===== config.mk =====
export PLATFORM = sky130hd
export DESIGN_NAME = ghost_dist_map_gen
export DESIGN_NICKNAME = d
export VERILOG_FILES = /design/src/rtl/ghost_dist_map_gen.sv
export SDC_FILE = /design/constraint.sdc
export NUM_CORES = 1
export LEC_CHECK = 0
export CAP_MARGIN = 20
export CORE_UTILIZATION = 44
export CTS_CLUSTER_DIAMETER = 80
export DETAILED_ROUTE_END_ITERATION = 12
export GPL_ROUTABILITY_DRIVEN = 0
export GPL_TIMING_DRIVEN = 1
export PLACE_DENSITY = 0.82
export SKIP_LAST_GASP = 1
export SYNTH_ARGS = -nofsm -noshare
export SYNTH_HDL_FRONTEND = slang
export SYNTH_SLANG_ARGS = --single-unit
export TNS_END_PERCENT = 5

===== constraint.sdc =====
create_clock -name CLOCK_50 -period 4 [get_ports CLOCK_50]
set_input_delay 0.8 -clock CLOCK_50 [delete_from_list [all_inputs] [get_ports CLOCK_50]]
set_output_delay 0.8 -clock CLOCK_50 [all_outputs]
set_load 0.05 [all_outputs]

===== src/rtl/ghost_dist_map_gen.sv =====
// ghost_dist_map_gen: row-sweeping ghost distance-map generator (optional GHOST_MAP_WRAP_EN adds horizontal tunnel wrap)
module ghost_dist_map_gen #(
    parameter int MAP_W      = 40,
    parameter int MAP_H      = 30,
    parameter int X_W        = 6,
    parameter int Y_W        = 5,
    parameter int NUM_GHOSTS = 2,
    parameter int CELL_W     = 8,
    parameter int TILE_W     = 4,
    parameter int WALL_CODE  = 1
) (
    input  logic                         CLOCK_50,
    input  logic                         reset,
    input  logic                         start,
    input  logic                         continuous,
    input  logic [X_W-1:0]               target_x,
    input  logic [Y_W-1:0]               target_y,
    input  logic [NUM_GHOSTS*X_W-1:0]    ghost_x,
    input  logic [NUM_GHOSTS*Y_W-1:0]    ghost_y,
    input  logic [NUM_GHOSTS*X_W-1:0]    prev_ghost_x,
    input  logic [NUM_GHOSTS*Y_W-1:0]    prev_ghost_y,
    output logic [Y_W-1:0]               map_rdaddr,
    input  logic [MAP_W*TILE_W-1:0]      map_word,
    output logic [Y_W-1:0]               dist_wraddr,
    output logic [MAP_W*CELL_W-1:0]      dist_wrdata,
    output logic                         dist_wren,
    output logic                         busy,
    output logic                         done,
    output logic                         ready
);
    localparam logic [2:0] S_IDLE  = 3'd0;
    localparam logic [2:0] S_FETCH = 3'd1;
    localparam logic [2:0] S_WAIT  = 3'd2;
    localparam logic [2:0] S_CELL  = 3'd3;
    localparam logic [2:0] S_WRITE = 3'd4;
    localparam logic [2:0] S_DONE  = 3'd5;
    localparam int SW = (X_W > Y_W ? X_W : Y_W) + 2;
    localparam int CW2 = SW > CELL_W ? SW : CELL_W;
    localparam int BW = $clog2(MAP_W*CELL_W);
    localparam int TB = $clog2(MAP_W*TILE_W);
    localparam logic [CELL_W-1:0] C_WALL = '1;
    localparam logic [CELL_W-1:0] C_CUR  = C_WALL - CELL_W'(1);
    localparam logic [CELL_W-1:0] C_PRV  = C_WALL - CELL_W'(2);
    localparam logic [CELL_W-1:0] C_SAT  = C_WALL - CELL_W'(3);
    localparam logic [X_W-1:0] X_LAST = X_W'(MAP_W-1);
    localparam logic [Y_W-1:0] Y_LAST = Y_W'(MAP_H-1);
`ifdef GHOST_MAP_WRAP_EN
    localparam logic [X_W:0] W_X = (X_W+1)'(MAP_W);
`endif

    logic [2:0]                  state_q, state_d;
    logic [Y_W-1:0]              row_q, row_d;
    logic [X_W-1:0]              x_q, x_d;
    logic [MAP_W*CELL_W-1:0]     buf_q, buf_d;
    logic [MAP_W*TILE_W-1:0]     word_q, word_d;
    logic [X_W-1:0]              tx_q, tx_d;
    logic [Y_W-1:0]              ty_q, ty_d;
    logic [NUM_GHOSTS*X_W-1:0]   gx_q, gx_d, px_q, px_d;
    logic [NUM_GHOSTS*Y_W-1:0]   gy_q, gy_d, py_q, py_d;
    logic                        ready_q, ready_d;

    logic [TILE_W-1:0] tile;
    logic              is_wall, is_cur, is_prv, snap;
    logic [X_W:0]      dx, dxw;
    logic [Y_W:0]      dy;
    logic [SW-1:0]     sum;
    logic [CELL_W-1:0] code;
    logic [BW-1:0]     bidx;
    logic [TB-1:0]     tidx;

    // classify the current cell (x_q, row_q) against the frame snapshot
    always_comb begin
        tidx = TB'((MAP_W - 1 - int'(x_q)) * TILE_W);
        bidx = BW'((MAP_W - 1 - int'(x_q)) * CELL_W);
        tile = word_q[tidx +: TILE_W];
        is_wall = tile == TILE_W'(WALL_CODE);
        is_cur = 1'b0;
        is_prv = 1'b0;
        for (int g = 0; g < NUM_GHOSTS; g++) begin
            is_cur = is_cur | ((gx_q[g*X_W +: X_W] == x_q) && (gy_q[g*Y_W +: Y_W] == row_q));
            is_prv = is_prv | ((px_q[g*X_W +: X_W] == x_q) && (py_q[g*Y_W +: Y_W] == row_q));
        end
        dx = x_q >= tx_q ? {1'b0, x_q - tx_q} : {1'b0, tx_q - x_q};
        dy = row_q >= ty_q ? {1'b0, row_q - ty_q} : {1'b0, ty_q - row_q};
`ifdef GHOST_MAP_WRAP_EN
        dxw = (dx < W_X && (W_X - dx) < dx) ? W_X - dx : dx;
`else
        dxw = dx;
`endif
        sum = SW'(dxw) + SW'(dy);
        code = is_wall ? C_WALL :
               is_cur  ? C_CUR  :
               is_prv  ? C_PRV  :
               (CW2'(sum) > CW2'(C_SAT)) ? C_SAT : CELL_W'(sum);
    end

    // frame sequencer: fetch row, wait for RAM, fill row buffer, write, repeat
    always_comb begin
        state_d = state_q;
        row_d = row_q;
        x_d = x_q;
        buf_d = buf_q;
        word_d = word_q;
        tx_d = tx_q;
        ty_d = ty_q;
        gx_d = gx_q;
        gy_d = gy_q;
        px_d = px_q;
        py_d = py_q;
        ready_d = ready_q;
        snap = (state_q == S_IDLE && start) || (state_q == S_DONE && continuous);
        case (state_q)
            S_IDLE:  state_d = start ? S_FETCH : S_IDLE;
            S_FETCH: state_d = S_WAIT;
            S_WAIT: begin
                state_d = S_CELL;
                x_d = '0;
                word_d = map_word;
            end
            S_CELL: begin
                buf_d[bidx +: CELL_W] = code;
                x_d = x_q + X_W'(1);
                state_d = x_q == X_LAST ? S_WRITE : S_CELL;
            end
            S_WRITE: begin
                state_d = row_q == Y_LAST ? S_DONE : S_FETCH;
                row_d = row_q == Y_LAST ? row_q : row_q + Y_W'(1);
            end
            S_DONE: begin
                ready_d = 1'b1;
                state_d = continuous ? S_FETCH : S_IDLE;
            end
            default: state_d = S_IDLE;
        endcase
        if (snap) begin
            row_d = '0;
            tx_d = target_x;
            ty_d = target_y;
            gx_d = ghost_x;
            gy_d = ghost_y;
            px_d = prev_ghost_x;
            py_d = prev_ghost_y;
        end
    end

    // state registers with synchronous reset
    always_ff @(posedge CLOCK_50) begin
        if (reset) begin
            state_q <= S_IDLE;
            row_q <= '0;
            x_q <= '0;
            buf_q <= '0;
            word_q <= '0;
            tx_q <= '0;
            ty_q <= '0;
            gx_q <= '0;
            gy_q <= '0;
            px_q <= '0;
            py_q <= '0;
            ready_q <= 1'b0;
        end else begin
            state_q <= state_d;
            row_q <= row_d;
            x_q <= x_d;
            buf_q <= buf_d;
            word_q <= word_d;
            tx_q <= tx_d;
            ty_q <= ty_d;
            gx_q <= gx_d;
            gy_q <= gy_d;
            px_q <= px_d;
            py_q <= py_d;
            ready_q <= ready_d;
        end
    end

    assign map_rdaddr = row_q;
    assign dist_wraddr = row_q;
    assign dist_wrdata = buf_q;
    assign dist_wren = state_q == S_WRITE;
    assign busy = state_q != S_IDLE;
    assign done = state_q == S_DONE;
    assign ready = ready_q;
endmodule


==> metrics.csv <==
metric;value;unit
# clock sinks;550;
first-pass GRT wire length;112000;microns
Max clock buf depth;3;
top sig layer;met5;
outcome;finished clean;
worst-path fanout max;37;
antenna violations before repair;4;
Routed Antenna Nets;0;
number of synthesized flops with an enable pin;0;
Avg Cell Area, Syn;8.48;sq um
post-DP HPWL;53200;microns
Final Max Slew Viols;0;
GR Overflow Total;0;
drt pass-1 iters;6;
RSZ-0062 raised after global routing;false;
Worst Setup End Kind;flop;
P per Cell Area;435;nW/um^2
crit path time final;3800;ps
Synth area leader;dfxtp_1;
vias in the first global route;19800;
FMAX;263;MHz
CTS Buf Count;55;
All-Layer GR Usage;0.285;
Synth top area share;0.506;
WL met3;5980;microns
root buf cell;clkbuf_16;
DR vias;20600;
Fill cells;3986;
worst vdd rail ir drop;0.331;mV
DP Worst Slack;90.6;ps
final setup margin;196;ps
drt total wl;74800;microns
internal power;9.37;mW
largest net degree at the start of global routing;217;
Initial Util;0.445;
worst skew pair latency;610;ps
Area Overhead vs Synth;36.3;%
Die H;224;microns
main flop type after synthesis;dfxtp_1;
Ports;553;
final instance area;29700;sq um
Storage cell area;11000;sq um
Vias per Instance;5.50;
synthesized area;21800;sq um
CTS tree;yes;
most common cell after layout, fill and taps aside;nand2_1;
final hold violation count;0;
Post-Syn Instances;2566;
Buffers on Ports;552;
setup TNS;0;ps
part of the power in registers;0.443;
Die Width;224;microns
area of the multi-input gates;9750;sq um
Async SR Flop Fraction;0;
Comb power frac;0.150;
Clock power frac;0.408;
Placement Cell Area;27700;sq um
arrival time worst endpoint;4270;ps
Routed wire per std cell;19.9;microns
Worst Path Required;4470;ps
layout cells sized above 1;0.0690;
leakage power;10.5;nW
Routed met2 length;36500;microns
Net Sw Power;3.53;mW
commonest cells after routing, fill and taps aside;nand2_1 (647), clkdlybuf4s50_1 (551), dfxtp_1 (544);
CTS clock-pin slew for the worst setup and hold paths;60;ps
share of the yosys chip area belonging to registers;0.506;
Synth Net Count;2824;
Total Die Area;50300;sq um
Site Rows;81;
Slew @ Worst Pin;1170;ps
Max-Cap Viols;0;
Setup Crit Path Kind;flop to flop;
met1 WL;29300;microns
Nets;3299;
Core Box Area;48800;sq um
period utilization;0.951;
H-tree levels;2;
Final setup viols;0;
Hold/Removal Path Class;flop to flop;
DRC;0;
number of synthesized register bits;550;
switch share;0.274;
relative slew slack;0.218;
1st-iter DRT viols;1701;
clk_skew;25.5;ps
critical path launch point type;flop;
YS warnings;0;
post-synth cell types;83;
largest cells by area after synthesis;dfxtp_1 (51%), nand2_1 (11%), a21oi_1 (5.8%), o21ai_0 (4.9%), a211oi_1 (2.9%);
per-layer routing:
metal | vias up | GRT usage
li1 | 9662 | -
met1 | 9776 | 0.342
met2 | 1013 | 0.495
met3 | 172 | 0.0592
met4 | 6 | 0.113
met5 | - | 0
synthesized netlist by cell type (24+ instances only):
cell type	n
a211oi_1	84
a21oi_1	253
buf_2	27
clkbuf_1	119
dfxtp_1	550
ha_1	34
inv_1	41
nand2_1	648
nand3_1	32
nand3b_1	57
nor2_1	144
nor3_1	25
o21ai_0	213
xnor2_1	24
xor2_1	38
repair_timing:
| item | in CTS | in global routing |
|---|---|---|
| endpoints found under the setup margin | 0 | 74 |
| hold buffers | 0 | 0 |
| resized for setup | 0 | 5 |
| setup buffers | 0 | 3 |
worst max-delay path, cell delays in order, from the launching register on:
cell     delay, ps
dfxtp_2        350
inv_2           40
ha_1           180
inv_1          100
fa_1           210
nand3_1        110
a31oi_2        240
o21ai_0        100
nand2_1        200
mux2_2         400
fa_1           450
a21o_1         180
a21oi_1        230
inv_1           80
a21oi_1        160
nor3_1         100
nor2_4         140
buf_12         260
o21ai_0        140
final timing paths:
kind               from               end  slack (ps)  cells after the start
min reg2reg  word_q[85]        word_q[85]         450                      2
min          word_q[85]        word_q[85]         450                      2
max              x_q[0]  dist_wrdata[238]         200                     18
max reg2reg      x_q[0]  dist_wrdata[238]         200                     18
stage by stage:
step           total power [mW]  utilization  hold slack [ps]  instances
5_1_grt                    13.3        0.607              468       3750
3_5_place_dp               7.68        0.568              441       3644
3_3_place_gp               7.64        0.568              434       3643
4_1_cts                    12.9        0.606              452       3745
6_report                   12.9        0.607              453       3750
2_1_floorplan              6.83            -              431       2566
kinds of logic (layout without fill, tap and decap cells):
| logic type | Yosys count | count (layout) | share of synthesized area |
|---|---|---|---|
| fa+ha+maj | 39 | 39 | 0.0242 |
| other cells | 0 | 1 | 0 |
| buf+inv | 232 | 751 | 0.0492 |
| flops | 550 | 550 | 0.506 |
| xor+xnor | 63 | 63 | 0.0257 |
| simple gates | 1019 | 1019 | 0.209 |
| mux | 17 | 17 | 0.0126 |
| compound gates | 646 | 646 | 0.173 |
registers in the layout, summed over array words and instances, names as in the netlist:
register / flops
x_q: 6
word_q: 160
tx_q: 6
ready: 1
dist_wrdata: 320
gy_q: 10
dist_wraddr: 5
ty_q: 5
py_q: 10
state_q: 3
gx_q: 12
px_q: 12
layout make-up:
class,instances,share of cell area
multi-input cells,1784,0.329
inverters,45,0.00578
flip-flops and latches,550,0.372
diodes,1,0.0000844
well taps,664,0.0280
clock inverters,21,0.00915
clock buffers,80,0.0533
repair buffers,605,0.203
power by group through the flow:
stage	clock, mW	sequential, mW	combinational, mW
after floorplan	0	5.81	1.02
after global placement	0	5.82	1.82
after detailed placement	0	5.83	1.85
after CTS	5.31	5.71	1.86
after global routing	5.54	5.72	2.03
final	5.26	5.71	1.93
No activity file was read; power rests on OpenSTA's default activity.
